`src/rtl/decode_issue_ctrl_pkg.sv`:
```
// Shared constants, scoreboard entry layout and decoder instruction-type codes
// for the decode/issue control slice.
package decode_issue_ctrl_pkg;

   localparam int NUM_REGS_DEF  = 32;
   localparam int ROB_DEPTH_DEF = 16;
   localparam int IDX_W_DEF     = $clog2(ROB_DEPTH_DEF);
   localparam int REG_W         = 5;

   typedef struct packed {
      logic                 pending;
      logic                 is_load;
      logic [IDX_W_DEF-1:0] tag;
   } sb_entry_t;

   // Encodings shared with the decoder; only NO_WB skips ROB allocation.
   typedef enum logic [1:0] {
      NO_WB   = 2'd0,
      ALU_WB  = 2'd1,
      LOAD_WB = 2'd2,
      CSR_WB  = 2'd3
   } instr_type_e;

   function automatic logic needs_rob(instr_type_e t);
      return t != NO_WB;
   endfunction

endpackage

```
`src/rtl/decode_issue_ctrl_scoreboard.sv`:
```
// Per-register scoreboard tracking the ROB tag of each outstanding producer.
// Entry 0 is hardwired idle; an issue write wins over a same-cycle completion.
module issue_scoreboard
   import decode_issue_ctrl_pkg::*;
#(
   parameter int NUM_REGS = NUM_REGS_DEF,
   parameter int IDX_W    = IDX_W_DEF
)(
   input  logic             clk,
   input  logic             rst_n_i,
   input  logic             flush_i,
   input  logic             set_en_i,
   input  logic [REG_W-1:0] set_idx_i,
   input  logic             set_is_load_i,
   input  logic [IDX_W-1:0] set_tag_i,
   input  logic             clr_en_i,
   input  logic [IDX_W-1:0] clr_tag_i,
   input  logic [REG_W-1:0] rd1_idx_i,
   input  logic [REG_W-1:0] rd2_idx_i,
   output logic             rd1_load_pending_o,
   output logic [IDX_W-1:0] rd1_tag_o,
   output logic             rd2_load_pending_o,
   output logic [IDX_W-1:0] rd2_tag_o
);

   logic [NUM_REGS-1:0]            pending_q, pending_d;
   logic [NUM_REGS-1:0]            is_load_q, is_load_d;
   logic [NUM_REGS-1:0][IDX_W-1:0] tag_q, tag_d;

   always_ff @(posedge clk or negedge rst_n_i) begin
      if (!rst_n_i) begin
         pending_q <= '0;
         is_load_q <= '0;
         tag_q     <= '0;
      end else begin
         pending_q <= pending_d;
         is_load_q <= is_load_d;
         tag_q     <= tag_d;
      end
   end

   always_comb begin
      pending_d = pending_q;
      is_load_d = is_load_q;
      tag_d     = tag_q;
      for (int r = 0; r < NUM_REGS; r++) begin
         if (flush_i) begin
            pending_d[r] = 1'b0;
         end else if (set_en_i && int'(set_idx_i) == r) begin
            pending_d[r] = 1'b1;
            is_load_d[r] = set_is_load_i;
            tag_d[r]     = set_tag_i;
         end else if (clr_en_i && tag_q[r] == clr_tag_i) begin
            pending_d[r] = 1'b0;
         end
      end
      pending_d[0] = 1'b0;
      is_load_d[0] = 1'b0;
      tag_d[0]     = '0;
   end

   always_comb begin
      rd1_load_pending_o = 1'b0;
      rd1_tag_o          = '0;
      rd2_load_pending_o = 1'b0;
      rd2_tag_o          = '0;
      if (int'(rd1_idx_i) < NUM_REGS) begin
         rd1_load_pending_o = pending_q[rd1_idx_i] && is_load_q[rd1_idx_i];
         rd1_tag_o          = tag_q[rd1_idx_i];
      end
      if (int'(rd2_idx_i) < NUM_REGS) begin
         rd2_load_pending_o = pending_q[rd2_idx_i] && is_load_q[rd2_idx_i];
         rd2_tag_o          = tag_q[rd2_idx_i];
      end
   end

endmodule

```
`src/rtl/decode_issue_ctrl.sv`:
```
// Decode-stage issue control: load-use hazard detection through the
// scoreboard, circular ROB tag allocation with occupancy, and PC/IF-ID stall.
module decode_issue_ctrl
   import decode_issue_ctrl_pkg::*;
#(
   parameter int NUM_REGS  = NUM_REGS_DEF,
   parameter int ROB_DEPTH = ROB_DEPTH_DEF,
   parameter int IDX_W     = $clog2(ROB_DEPTH)
)(
   input  logic             clk,
   input  logic             reset,
   input  logic             in_valid,
   input  logic [4:0]       in_rs1,
   input  logic [4:0]       in_rs2,
   input  logic [4:0]       in_rd,
   input  logic             in_uses_rs1,
   input  logic             in_uses_rs2,
   input  logic             in_writes_rd,
   input  logic             in_is_load,
   input  logic             in_allocate,
   input  logic             in_ex_ready,
   input  logic             in_complete_valid,
   input  logic [IDX_W-1:0] in_complete_idx,
   input  logic             in_commit,
   input  logic             in_flush,
   output logic             out_issue,
   output logic [IDX_W-1:0] out_allocate_idx,
   output logic             out_stall,
   output logic             out_pc_write_disable,
   output logic             out_IFID_write_disable,
   output logic [IDX_W-1:0] out_rs1_tag,
   output logic [IDX_W-1:0] out_rs2_tag,
   output logic [IDX_W:0]   out_rob_count,
   output logic             out_rob_full,
   output logic             out_rob_empty
);

   logic [IDX_W-1:0] head_q, head_d;
   logic [IDX_W-1:0] tail_q, tail_d;
   logic [IDX_W:0]   count_q, count_d;

   logic rs1_load_pending, rs2_load_pending;
   logic hazard, alloc_fire, commit_fire, sb_set_en;

   issue_scoreboard #(
      .NUM_REGS (NUM_REGS),
      .IDX_W    (IDX_W)
   ) u_scoreboard (
      .clk                (clk),
      .rst_n_i            (reset),
      .flush_i            (in_flush),
      .set_en_i           (sb_set_en),
      .set_idx_i          (in_rd),
      .set_is_load_i      (in_is_load),
      .set_tag_i          (tail_q),
      .clr_en_i           (in_complete_valid),
      .clr_tag_i          (in_complete_idx),
      .rd1_idx_i          (in_rs1),
      .rd2_idx_i          (in_rs2),
      .rd1_load_pending_o (rs1_load_pending),
      .rd1_tag_o          (out_rs1_tag),
      .rd2_load_pending_o (rs2_load_pending),
      .rd2_tag_o          (out_rs2_tag)
   );

   always_ff @(posedge clk or negedge reset) begin
      if (!reset) begin
         head_q  <= '0;
         tail_q  <= '0;
         count_q <= '0;
      end else begin
         head_q  <= head_d;
         tail_q  <= tail_d;
         count_q <= count_d;
      end
   end

   // Full/empty come from the registered count so a commit frees a slot
   // only on the following cycle.
   assign out_rob_full  = (count_q == (IDX_W+1)'(ROB_DEPTH));
   assign out_rob_empty = (count_q == '0);
   assign out_rob_count = count_q;
   assign out_allocate_idx = tail_q;

   always_comb begin
      hazard    = (in_uses_rs1 && rs1_load_pending) || (in_uses_rs2 && rs2_load_pending);
      out_stall = reset && in_valid && (hazard || (in_allocate && out_rob_full) || !in_ex_ready);
      out_issue = reset && in_valid && !out_stall && !in_flush;
      out_pc_write_disable   = out_stall;
      out_IFID_write_disable = out_stall;
      alloc_fire  = out_issue && in_allocate;
      commit_fire = in_commit && !out_rob_empty && !in_flush;
      sb_set_en   = alloc_fire && in_writes_rd && (in_rd != '0);
   end

   always_comb begin
      head_d  = head_q;
      tail_d  = tail_q;
      count_d = count_q;
      if (in_flush) begin
         head_d  = '0;
         tail_d  = '0;
         count_d = '0;
      end else begin
         if (alloc_fire)  tail_d = tail_q + 1'b1;
         if (commit_fire) head_d = head_q + 1'b1;
         case ({alloc_fire, commit_fire})
            2'b10:   count_d = count_q + 1'b1;
            2'b01:   count_d = count_q - 1'b1;
            default: count_d = count_q;
         endcase
      end
   end

   commit_while_empty: assert property (@(posedge clk) disable iff (!reset)
      !(in_commit && !in_flush && out_rob_empty));

endmodule
```
`config.mk`:
```
export PLATFORM = sky130hd
export DESIGN_NAME = decode_issue_ctrl
export DESIGN_NICKNAME = d
export VERILOG_FILES = /design/src/rtl/decode_issue_ctrl_pkg.sv /design/src/rtl/decode_issue_ctrl_scoreboard.sv /design/src/rtl/decode_issue_ctrl.sv
export SDC_FILE = /design/constraint.sdc
export NUM_CORES = 1
export LEC_CHECK = 0
export BUFFER_PORTS_ARGS = -buffer_cell sky130_fd_sc_hd__buf_2
export CORE_MARGIN = 4
export CORE_UTILIZATION = 36
export DETAILED_ROUTE_END_ITERATION = 6
export SLEW_MARGIN = 20
export SYNTH_ARGS = -nofsm -noshare
export SYNTH_HDL_FRONTEND = slang
export SYNTH_SLANG_ARGS = --single-unit
```
`constraint.sdc`:
```
create_clock -name clk -period 6.6 [get_ports clk]
set_input_delay 0.99 -clock clk [delete_from_list [all_inputs] [get_ports clk]]
set_output_delay 0.99 -clock clk [all_outputs]
set_load 0.05 [all_outputs]
```
==> results.py <==
metrics = {
    "outcome": {
        "status": "finished, final reports clean",
    },
    "global_route": {
        "antenna_found_initial": 2,
        "grt_usage_pct": 19.8,
        "grt_start_max_net_pins": 82,
        "grt_pass1_vias": 8478,
        "grt_pass1_wl_mm": 54.7,
        "grt.overflow.total": 0,
    },
    "floorplan": {
        "core_area_um2": 33500,
        "rows": 67,
        "die_w_um": 192,
        "die_h_um": 192,
        "die_area_um2": 37000,
        "start_util_pct": 36.4,
        "io_pins": 54,
    },
    "timing": {
        "hold_viol": 0,
        "tightestPinTransition_ns": 1.18,
        "fin_crit_ns": 4.85,
        "worst_slack_ns": 1.75,
        "slew_headroom_pct": 21.6,
        "fin_tns_setup_ns": 0,
        "drv_slew": 0,
        "setup_viol": 0,
        "holdWs_ns": 0.505,
        "max_freq_mhz": 206,
        "fin_crit_sh_pct": 73.5,
        "grt_setup_unrepaired": "no",
        "skew_ns": 0.0182,
    },
    "power_and_ir_drop": {
        "p_switching_mw": 0.774,
        "power_per_cell_area_nw_per_um2": 195,
        "intPower_mw": 1.84,
        "clock_power_share_pct": 39.9,
        "p_leak_nw": 6.17,
        "vdd_drop_max_mv": 0.208,
        "seqPwrFrac_pct": 46.4,
        "combPwrFrac_pct": 13.6,
        "swShare_pct": 29.6,
    },
    "cts": {
        "postCtsSetupBuffers": 0,
        "htreeDepth": 4,
        "cts_buffers": 17,
        "cts_root_buffer": "clkbuf_16",
        "holdBufCountCts": 0,
        "cts_resized": 0,
        "cts_buffer_depth": 2,
        "cts_tree": "built",
        "clk_pin_slew_worst_paths_ns": 0.07,
        "clock_latency_ns": 0.45,
        "cts_sinks": 195,
    },
    "detailed_routing": {
        "drtIter0Drc": 803,
        "drcViolationCount": 0,
        "wl_per_cell_um": 24.6,
        "via_per_inst": 5.80,
        "num_vias": 8422,
        "drt_wl_total_mm": 35.7,
        "drtPass1Iterations": 5,
        "ant_nets": 0,
    },
    "yosys": {
        "yosys.area.top_type": "dfrtp_1",
        "yosys_warnings": 0,
        "synth-seq-area-share_pct": 39.9,
        "ys_top_cells_by_area": "dfrtp_1 40%, mux2_2 16%, mux4_2 15%",
        "synth_common_cells": "195 x dfrtp_1, 174 x mux2_2, 93 x xor2_1",
        "yosysMostFrequentCell": "dfrtp_1",
        "synth_cells": 978,
        "synth_cell_type_count": 63,
        "synth_area_um2": 12200,
        "async_reset_ff_share_pct": 100,
        "synth_edf_count": 0,
        "synthFlopType": "dfrtp_1",
        "ys_seq_elements": 195,
        "synth.avg_cell_area_um2": 12.5,
        "netlist.area_leader.share_pct": 39.9,
        "synth.net_count": 1014,
    },
    "worst_setup_path": {
        "critPathMaxStageDelay_ns": 0.73,
        "crit_type": "in -> out",
        "reg2reg_setup_slack_ns": 2.70,
        "ff2ff_path_depth": 15,
        "cp-end-kind": "primary output",
        "required_ns": 5.61,
        "reg2reg_from": "u_scoreboard.pending_q[9]$_DFFE_PN0P_",
        "arrival_ns": 3.86,
        "rr_endpoint": "out_rob_count[4]$_DFFE_PN0P_",
        "cpMaxStageDelayCell": "buf_2",
        "critPathTopFamily": "multiplexers",
        "cp_cell_sequence": "buf_2 -> buf_4 -> mux4_2 -> mux4_2 -> mux2_2 -> buf_2",
        "crit_fanout": 39,
        "start_kind": "primary input",
        "crit_buf_inv": 3,
    },
    "placed_design": {
        "pre_cts_ws_ns": 1.36,
        "place_congestion": 0.896,
        "dp_hpwl_mm": 24.6,
        "io_buffers": 53,
    },
    "hold_path": {
        "worstHoldStart": "u_scoreboard.pending_q[25]$_DFFE_PN0P_",
        "whs_path_depth": 2,
        "hold_path_class": "reg -> reg",
        "hold_end": "u_scoreboard.pending_q[25]$_DFFE_PN0P_",
    },
    "cells_and_area": {
        "drive_gt1_share_pct": 40.3,
        "final_nets": 1026,
        "syn_to_final_growth_pct": 10.1,
        "diodes": 0,
    },
    "job": {
        "cap_viol_max_count": 0,
    },
}
-- flip-flops by register name (all words and copies together) (netlist names) --
name	flops
u_scoreboard.tag_q	124
out_rob_count	5
out_allocate_idx	4
u_scoreboard.is_load_q	31
u_scoreboard.pending_q	31
-- through the flow --
| step | cells | cell area (um2) | utilization [%] | total power, mW |
|---|---|---|---|---|
| detailed placement | 1417 | 12800 | 38.3 | 1.59 |
| global placement | 1417 | 12800 | 38.3 | 1.59 |
| floorplan | 978 | 12200 | - | 1.49 |
| finish | 1451 | 13500 | 40.1 | 2.62 |
| global route | 1451 | 13500 | 40.1 | 2.72 |
| CTS | 1449 | 13400 | 40.0 | 2.64 |
-- power by group through the flow --
stage | clock network (mW) | logic [mW] | registers [mW]
after floorplan | 0 | 0.227 | 1.26
after global placement | 0 | 0.353 | 1.24
after detailed placement | 0 | 0.356 | 1.24
after CTS | 1.06 | 0.357 | 1.22
after global routing | 1.11 | 0.385 | 1.22
final | 1.05 | 0.356 | 1.21
-- layer usage --
metal	vias to the layer above	part of all wire [%]	track usage, %
met5	-	0.036	0
met4	2	1.7	4.42
met3	42	6.3	3.85
met2	313	48	32.3
met1	4409	44	27.6
li1	3656	-	-
-- worst max path at each step --
stage	from	to	slack, ns	cells after the start
2_1_floorplan	in_rs2[0]	out_pc_write_disable	2.15	8
3_5_place_dp	in_rs2[1]	out_rob_count[4]$_DFFE_PN0P_	1.36	16
4_1_cts	in_rs2[0]	out_rs2_tag[2]	1.73	6
5_1_grt	in_rs2[1]	out_rob_count[4]$_DFFE_PN0P_	1.55	17
3_3_place_gp	in_rs2[1]	out_rob_count[4]$_DFFE_PN0P_	1.43	16
6_report	in_rs2[0]	out_rs2_tag[2]	1.75	6
-- cell usage in the layout (no fill, tap or decap), drive strengths merged, types with 18 or more instances in the layout --
master and count:
dfrtp 195, mux2 174, xor2 93, mux4 79, buf 69, nand3 62, nand2 58, nor3 45
xnor2 34, inv 23, a31o 21, clkbuf 18
-- kinds of logic (layout without fill, tap and decap cells) --
family | Yosys count | count (layout) | synth area share [%]
AO/OA/AOI/OAI | 72 | 72 | 4.80
buffers and inverters | 93 | 118 | 3.25
adder cells (fa/ha/maj) | 5 | 5 | 0.573
AND/OR/NAND/NOR | 229 | 229 | 11.4
XOR/XNOR | 127 | 127 | 9.16
multiplexers | 257 | 257 | 30.9
flip-flops | 195 | 195 | 39.9
-- layout make-up --
type / instances / area, um2
Sequential cell: 195 / 4880
Inverter: 16 / 60.1
Tap cell: 448 / 561
Clock buffer: 17 / 425
Multi-Input combinational cell: 690 / 6950
Fill cell: 3243 / 20100
Timing Repair Buffer: 70 / 427
Clock inverter: 15 / 145
-- tightest hold or removal path, stage by stage, from the launching register on --
cell     delay (ns)
dfrtp_1        0.34
nand3_1        0.07
nand2_1        0.07
Power figures use the tool's default switching activity.
